--- config.mk ---
export PLATFORM = sky130hd
export DESIGN_NAME = hazard3_rr_arbiter_flat
export DESIGN_NICKNAME = d
export VERILOG_FILES = /design/src/rtl/hazard3_rr_arbiter_if.sv /design/src/rtl/hazard3_rr_arbiter.sv /design/src/flat_wrapper.sv
export SDC_FILE = /design/constraint.sdc
export NUM_CORES = 1
export LEC_CHECK = 0
export ABC_AREA = 1
export CAP_MARGIN = 5
export CORE_MARGIN = 2
export CORE_UTILIZATION = 48
export DETAILED_ROUTE_END_ITERATION = 8
export PLACE_DENSITY = 0.76
export SYNTH_ARGS = -nofsm -noshare
export SYNTH_HDL_FRONTEND = slang
export SYNTH_SLANG_ARGS = --single-unit
export TNS_END_PERCENT = 50
--- constraint.sdc ---
create_clock -name clk -period 1.9 [get_ports clk]
set_clock_uncertainty 0.15 [all_clocks]
set_input_delay 0.285 -clock clk [delete_from_list [all_inputs] [get_ports clk]]
set_output_delay 0.285 -clock clk [all_outputs]
set_load 0.1 [all_outputs]
--- src/rtl/hazard3_rr_arbiter_if.sv ---
// Request/grant bundle between the requesters and the round-robin arbiter.
// HAZARD3_RR_ARBITER_LOCK_EN adds the lock signal for atomic sequences.
interface hazard3_rr_arbiter_if #(
   parameter int unsigned N_REQ = 4,
   parameter int unsigned W_IDX = $clog2(N_REQ)
);
   logic [N_REQ-1:0] req;
   logic             done;
`ifdef HAZARD3_RR_ARBITER_LOCK_EN
   logic             lock;
`endif
   logic [N_REQ-1:0] gnt;
   logic             gnt_valid;
   logic [W_IDX-1:0] gnt_idx;

   modport master (
      output req,
      output done,
`ifdef HAZARD3_RR_ARBITER_LOCK_EN
      output lock,
`endif
      input  gnt,
      input  gnt_valid,
      input  gnt_idx
   );

   modport slave (
      input  req,
      input  done,
`ifdef HAZARD3_RR_ARBITER_LOCK_EN
      input  lock,
`endif
      output gnt,
      output gnt_valid,
      output gnt_idx
   );
endinterface

--- src/rtl/hazard3_rr_arbiter.sv ---
// Registered round-robin arbiter; grant held until done.
// HAZARD3_RR_ARBITER_LOCK_EN: done with lock=1 keeps the current grant.
module hazard3_rr_arbiter #(
   parameter int unsigned N_REQ = 4,
   parameter int unsigned W_IDX = $clog2(N_REQ)
) (
   input logic                 clk,
   input logic                 rst,
   hazard3_rr_arbiter_if.slave bus
);
   typedef enum logic [0:0] {StIdle, StBusy} state_e;

   state_e           state_q, state_d;
   logic [N_REQ-1:0] gnt_q, gnt_d;
   logic [W_IDX-1:0] gnt_idx_q, gnt_idx_d;
   logic             gnt_valid_q, gnt_valid_d;
   logic [W_IDX-1:0] last_q, last_d;

   logic             release_gnt;
   logic [W_IDX-1:0] arb_last;
   logic [N_REQ-1:0] arb_req;
   logic [N_REQ-1:0] mask_hi;
   logic [N_REQ-1:0] masked;
   logic [N_REQ-1:0] win_oh;
   logic [W_IDX-1:0] win_idx;

   always_comb begin
`ifdef HAZARD3_RR_ARBITER_LOCK_EN
      release_gnt = bus.done & ~bus.lock;
`else
      release_gnt = bus.done;
`endif
   end

   // In BUSY the pointer is the current winner, which is excluded so it cannot re-win.
   always_comb begin
      arb_last = (state_q == StBusy) ? gnt_idx_q : last_q;
      arb_req  = (state_q == StBusy) ? (bus.req & ~gnt_q) : bus.req;
      for (int i = 0; i < int'(N_REQ); i++) begin
         mask_hi[i] = (i > int'(arb_last));
      end
      masked = arb_req & mask_hi;
      win_oh = (|masked) ? (masked & (-masked)) : (arb_req & (-arb_req));
      win_idx = '0;
      for (int i = 0; i < int'(N_REQ); i++) begin
         if (win_oh[i]) win_idx = W_IDX'(i);
      end
   end

   always_comb begin
      state_d     = state_q;
      gnt_d       = gnt_q;
      gnt_idx_d   = gnt_idx_q;
      gnt_valid_d = gnt_valid_q;
      last_d      = last_q;
      case (state_q)
         StIdle: begin
            if (|arb_req) begin
               gnt_d       = win_oh;
               gnt_idx_d   = win_idx;
               gnt_valid_d = 1'b1;
               state_d     = StBusy;
            end
         end
         StBusy: begin
            if (release_gnt) begin
               last_d = gnt_idx_q;
               if (|arb_req) begin
                  gnt_d     = win_oh;
                  gnt_idx_d = win_idx;
               end else begin
                  gnt_d       = '0;
                  gnt_idx_d   = '0;
                  gnt_valid_d = 1'b0;
                  state_d     = StIdle;
               end
            end
         end
         default: begin
            gnt_d       = '0;
            gnt_idx_d   = '0;
            gnt_valid_d = 1'b0;
            state_d     = StIdle;
         end
      endcase
   end

   always_ff @(posedge clk) begin
      if (rst) begin
         state_q     <= StIdle;
         gnt_q       <= '0;
         gnt_idx_q   <= '0;
         gnt_valid_q <= 1'b0;
         last_q      <= W_IDX'(N_REQ - 1);
      end else begin
         state_q     <= state_d;
         gnt_q       <= gnt_d;
         gnt_idx_q   <= gnt_idx_d;
         gnt_valid_q <= gnt_valid_d;
         last_q      <= last_d;
      end
   end

   assign bus.gnt       = gnt_q;
   assign bus.gnt_idx   = gnt_idx_q;
   assign bus.gnt_valid = gnt_valid_q;
endmodule

--- src/flat_wrapper.sv ---
// flat-port wrapper written by rule: the top's interface ports become plain ports
module hazard3_rr_arbiter_flat 
#(
   parameter int unsigned N_REQ = 4,
   parameter int unsigned W_IDX = $clog2(N_REQ)
)
  (clk, rst, bus_req, bus_done, bus_gnt, bus_gnt_valid, bus_gnt_idx);
  hazard3_rr_arbiter_if #(.N_REQ(N_REQ), .W_IDX(W_IDX)) bus_i ();
  input logic clk;
  input logic rst;
  input wire logic [$bits(bus_i.req)-1:0] bus_req;
  input wire logic [$bits(bus_i.done)-1:0] bus_done;
  output wire logic [$bits(bus_i.gnt)-1:0] bus_gnt;
  output wire logic [$bits(bus_i.gnt_valid)-1:0] bus_gnt_valid;
  output wire logic [$bits(bus_i.gnt_idx)-1:0] bus_gnt_idx;
  assign bus_i.req = bus_req;
  assign bus_i.done = bus_done;
  assign bus_gnt = bus_i.gnt;
  assign bus_gnt_valid = bus_i.gnt_valid;
  assign bus_gnt_idx = bus_i.gnt_idx;
  hazard3_rr_arbiter #(.N_REQ(N_REQ), .W_IDX(W_IDX)) u_core (.clk(clk), .rst(rst), .bus(bus_i));
endmodule
# Word-level counts from Yosys, hierarchy flattened
# Index checks and enable logic that the tools add are counted.
totals:
  ff_bits: 10
  word_cells: 45
  in_bits: 7
classes:
  magnitude_cmp: 3
  bitwise_logic: 6
  n_reduce_logical: 5
  n_eq_ne: 3
  n_mux: 21
  addsub: 2
ops:
  columns: ["operator", "n"]
  rows:
  - ["$mux 4", 5]
  - ["$and 4x4->4", 4]
  - ["$mux 2", 6]
  - ["$neg 4->4", 2]
  - ["$pmux 4 s2", 1]
  - ["$reduce_or 4->1", 2]
  - ["$mux 1", 6]
  - ["$gt 2x2->1 const A", 2]
  - ["$ne 2x2->1 const B", 2]
  - ["$not 4->4", 1]
  - ["$pmux 1 s2", 2]
  - ["$pmux 2 s2", 1]
  - ["$reduce_and 2->1", 2]
  - ["$reduce_and 3->1", 1]
  - ["$gt 1x2->1 const A", 1]
  - ["$ne 2x1->1 const B", 1]
  - ["$not 1->1", 1]

# Logic depth before layout (Yosys ltp)
# Gate-level depths: netlist of the first run.
logic_depth:
  depth_word: 13
  ltp_mapped: 12

# Worst setup path before layout of the first run
# No wires, ideal clock.
synth_path:
  kind: "reg-to-reg"
  startpoint: "register u_core.gnt_q[0] (netlist: u_core.bus.gnt[0])"
  endpoint: "register u_core.gnt_idx_q[1] (netlist: u_core.bus.gnt_idx[1])"
  stages_incl_launch_ff: 11
  path_buffers: 0
  setup_slack_ps: -216
  t_required_ps: 1694
  arrival_ps: 1910
  cell_sequence: "dfxtp_1 nand2_1 nand2_1 nand2_4 nor2_8 nor2_4 nor2_8 nand2_1 nand3_1 nand2_1 inv_1"
synth_between:
  elab_chain_cells: 12
  elab_cells_between_ends: 19
synth_rtl:
  columns: ["item", "line_no", "text"]
  rows:
  - ["from (decl)", "hazard3_rr_arbiter.sv:14", "logic [N_REQ-1:0] gnt_q, gnt_d;"]
  - ["from (signal assigned)", "hazard3_rr_arbiter.sv:97", "gnt_q <= gnt_d;"]
  - ["$not 4->4 (*)", "hazard3_rr_arbiter.sv:38", "arb_req = (state_q == StBusy) ? (bus.req & ~gnt_q) : bus.req;"]
  - ["$and 4x4->4 (*)", "hazard3_rr_arbiter.sv:38", null]
  - ["$mux 4 (*)", "hazard3_rr_arbiter.sv:38", null]
  - ["$and 4x4->4", "hazard3_rr_arbiter.sv:42", "masked = arb_req & mask_hi;"]
  - ["$neg 4->4", "hazard3_rr_arbiter.sv:43", "win_oh = (|masked) ? (masked & (-masked)) : (arb_req & (-arb_req));"]
  - ["$and 4x4->4", "hazard3_rr_arbiter.sv:43", null]
  - ["$mux 4", "hazard3_rr_arbiter.sv:43", null]
  - ["$mux 2 (2 in series)", "hazard3_rr_arbiter.sv:46", "if (win_oh[i]) win_idx = W_IDX'(i);"]
  - ["$mux 2", "hazard3_rr_arbiter.sv:68", "if (|arb_req) begin"]
  - ["$mux 2", "hazard3_rr_arbiter.sv:66", "if (release_gnt) begin"]
  - ["$pmux 2 s2", "hazard3_rr_arbiter.sv:56", "case (state_q)"]
  - ["to (signal assigned)", "hazard3_rr_arbiter.sv:98", "gnt_idx_q <= gnt_idx_d;"]
  - ["to (decl)", "hazard3_rr_arbiter.sv:15", "logic [W_IDX-1:0] gnt_idx_q, gnt_idx_d;"]
# Every way passes the cells marked *; elsewhere a longest branch is shown, timed or not. The select of a mux whose other input is x is not followed.
# A chain may end at the register's enable or synchronous reset.

# Worst setup path in the final report of the first run
layout_path:
  startpoint: "register u_core.state_q"
  endpoint: "register u_core.gnt_idx_q[1] (netlist: u_core.bus.gnt_idx[1])"
layout_between:
  elab_chain_cells: 11
  elab_cells_between_ends: 23
layout_rtl:
  columns: ["item", "line_no", "text"]
  rows:
  - ["from (decl)", "hazard3_rr_arbiter.sv:13", "state_e state_q, state_d;"]
  - ["from (signal assigned)", "hazard3_rr_arbiter.sv:90", "state_q <= StIdle;"]
  - ["from (signal assigned)", "hazard3_rr_arbiter.sv:96", "state_q <= state_d;"]
  - ["$mux 2", "hazard3_rr_arbiter.sv:37", "arb_last = (state_q == StBusy) ? gnt_idx_q : last_q;"]
  - ["$gt 1x2->1 or $gt 2x2->1 (tied branches)", "hazard3_rr_arbiter.sv:40", "mask_hi[i] = (i > int'(arb_last));"]
  - ["$and 4x4->4", "hazard3_rr_arbiter.sv:42", null]
  - ["$neg 4->4", "hazard3_rr_arbiter.sv:43", null]
  - ["$and 4x4->4", "hazard3_rr_arbiter.sv:43", null]
  - ["$mux 4", "hazard3_rr_arbiter.sv:43", null]
  - ["$mux 2 (2 in series)", "hazard3_rr_arbiter.sv:46", null]
  - ["$mux 2", "hazard3_rr_arbiter.sv:68", null]
  - ["$mux 2", "hazard3_rr_arbiter.sv:66", null]
  - ["$pmux 2 s2", "hazard3_rr_arbiter.sv:56", null]
# Several ways; a longest one is shown, not always the timed one. The select of a mux whose other input is x is not followed.

==> out/metrics.cfg, run 1 <==
[setup_path]
crit_arrival_ns=1.69
reg2reg_from=u_core.state_q
cp_common_cell=nand2_1
path_max_fanout=10
cp.required_ns=1.91
cp_slowest_cell=dfxtp_1
cp.depth=12
worst_path_largest_cell_delay_ns=0.36
end_kind=flop
regToRegEndpoint=u_core.bus.gnt_idx[1]
crit_end=u_core.bus.gnt_idx[1]
crit_family=simple AND/OR/NAND/NOR gates
reg2reg_depth=12
crit_path_start_kind=flop
cp.buffers_inverters=3
cp_cell_sequence=buf_4 > inv_4 > nand2_1 > nand2_1 > nand2_1 > nand2_1 > nand2_1 > nand2_1 > nand3_1 > nand3_1 > nand2_1 > inv_1
path_class=reg2reg
startpoint=u_core.state_q
rrSetupSlack_ns=0.22

[sta]
period_share_pct=88.4
maxSlewViolCount=0
slew_headroom_pct=77.3
rsz0062_at_grt=no
max_freq_ghz=0.595
tns_ns=0
worst_pin_slew_ns=0.337
post-route-min-period_ns=1.68
hold_violations=0
setup_violations=0

[min_path]
min_path_type=reg2reg
hold_start=u_core.bus.gnt[1]
hold_depth=2

[floorplanning]
die_w_um=41.5
start_util_pct=51.7
io_pins=14
num_rows=13
die_y_um=41.5
core_um2=1300
dieArea_um2=1720

[power]
ir_drop_mv=0.556
finalPower_w=0.000731
p_leak_nw=0.468
powerDensity_nw_per_um2=800

[clock_network]
ctsResizeCount=0
root_buffer=clkbuf_4
post_cts_buffers=0
cts.sinks=10
clk_pin_slew_worst_paths_ns=0.06
cts_hold_buffers=0
cts_buffer_depth=2
cts_tree=yes
cts-buffers-inserted=3
htreeDepth=1
clk_latency_ns=0.27

[finish]
final_core_util_pct=70.3
layout-drive-gt1-share_pct=30.1
n_fill_cell=115
syn_to_final_growth_pct=35.9
design_area_um2=915
nets=122
diodes=0
fin_cells=128

[yosys]
seq_area_frac_synth_pct=29.7
syn_area_per_cell_um2=6.87
yosysWarnings=0
synth_cell_types=19
synth.cell_area_um2=673
mappedNetlistNets=105
synth_seq_cells=10
syn_inst=98

[placed_design]
port_buffers=13
post_dp_cell_area_um2=892
hpwl_um=1230
gp_congestion=0.918
dp_cells=125

[routing]
ant_nets=0
drtIter0Drc=12
via_per_inst=5.21
drc=0
first_pass_iters=4
via_count=667
routedWlPerCell_um=12.3
routed_wl_um=1570

[flow_run]
drv_cap=0

[grt]
grt_pass1_vias=679
grt-ovfl-total=0
grt_start_max_net_pins=11
grt_use_total_pct=21.1
antenna_found_initial=0
grt_pass1_wl_um=2820

[status]
outcome=complete, no violations

[Yosys cell counts]
cell / n / area share (%)
nand2_2: 3 / 2.8
nand3_2: 1 / 1.5
dfxtp_1: 10 / 30
a21oi_1: 10 / 7.4
nor2_1: 7 / 3.9
nor2_4: 1 / 1.7
nand3_1: 4 / 3.0
nand4_1: 2 / 1.9
o21ai_0: 5 / 3.7
nand2_4: 6 / 10
inv_2: 2 / 1.1
nor2_2: 1 / 0.93
buf_1: 1 / 0.56
nor2_8: 2 / 5.9
nand2_1: 29 / 16
buf_6: 1 / 1.7
inv_4: 1 / 0.93
a31oi_1: 1 / 0.93
inv_1: 11 / 6.1
[cells in the final DEF, fill, tap and decap left out, types with 4 or more instances in the layout]
cell type,instances
nand2_1,29
o21ai_0,5
dfxtp_2,6
dfxtp_1,4
nor2_1,7
buf_12,7
nand2_4,6
clkdlybuf4s50_1,6
inv_1,11
a21oi_1,10
nand3_1,4
[through the flow]
stage | hold slack [ns] | setup slack [ns]
finish | 0.353 | 0.220
floorplan | 0.289 | 0.142
global route | 0.373 | 0.0861
detailed placement | 0.344 | 0.0373
CTS | 0.353 | 0.248
global placement | 0.335 | 0.103
[layer usage]
| metal | vias up | global-route usage (%) | share of wire (%) |
|---|---|---|---|
| li1 | 337 | - | - |
| met1 | 298 | 23.2 | 42 |
| met2 | 30 | 35.6 | 50 |
| met3 | 2 | 8.70 | 7.2 |
| met4 | 0 | 8.39 | 1.0 |
| met5 | - | 0 | 0 |
[cells by family (layout without fill, tap and decap cells)]
family / after synthesis / after routing / share of synthesized area, %
AOI/OAI and AO/OA: 16 / 16 / 12.1
and+or+nand+nor: 56 / 56 / 47.8
DFF: 10 / 10 / 29.7
buffers and inverters: 16 / 31 / 10.4
[tightest hold or removal path, stage by stage (launching register included)]
cell and delay, ns:
dfxtp_2 0.34, nand2_1 0.07, a21oi_1 0.06
[power breakdown]
group          internal, W  switching, W
Sequential        0.000233     0.0000264
Clock            0.0000731     0.0000689
Combinational     0.000115      0.000215
[worst min path at each step]
stage	to	slack, ns
4_1_cts	u_core.bus.gnt[3]	0.35
2_1_floorplan	u_core.bus.gnt[0]	0.29
3_5_place_dp	u_core.bus.gnt[3]	0.34
5_1_grt	u_core.bus.gnt[1]	0.37
6_report	u_core.bus.gnt[1]	0.35
3_3_place_gp	u_core.last_q[1]	0.34
[state kept, by name, indices dropped and copies added, names as in the netlist]
name,flops
u_core.last_q,2
u_core.state_q,1
u_core.bus.gnt_valid,1
u_core.bus.gnt,4
u_core.bus.gnt_idx,2
[cell type report]
class | instances | area [µm²] | share of cell area [%]
multi-input combinational | 72 | 403 | 44.0
sequential | 10 | 208 | 22.7
timing repair buffer | 14 | 208 | 22.7
inverter | 14 | 55.1 | 6.02
clock buffer | 3 | 22.5 | 2.46
tap | 15 | 18.8 | 2.05
No activity file was read; power rests on OpenSTA's default activity.
==> run 2, diff against run 1 <==
==> constraint.sdc (replaced) <==
create_clock -name clk -period 1.9 [get_ports clk]
set_clock_uncertainty 0.15 [all_clocks]
set_input_delay 0.38 -clock clk [delete_from_list [all_inputs] [get_ports clk]]
set_output_delay 0.38 -clock clk [all_outputs]
set_load 0.1 [all_outputs]
==> results of run 2 <==
The final DEF is identical to that of run 1. Status: complete, no violations.
Among the figures that moved: setup slack after placement 0.0373 ns -> -0.0577 ns; setup slack after layout 0.220 ns -> 0.199 ns; start point of the critical path u_core.state_q -> bus_req[0]
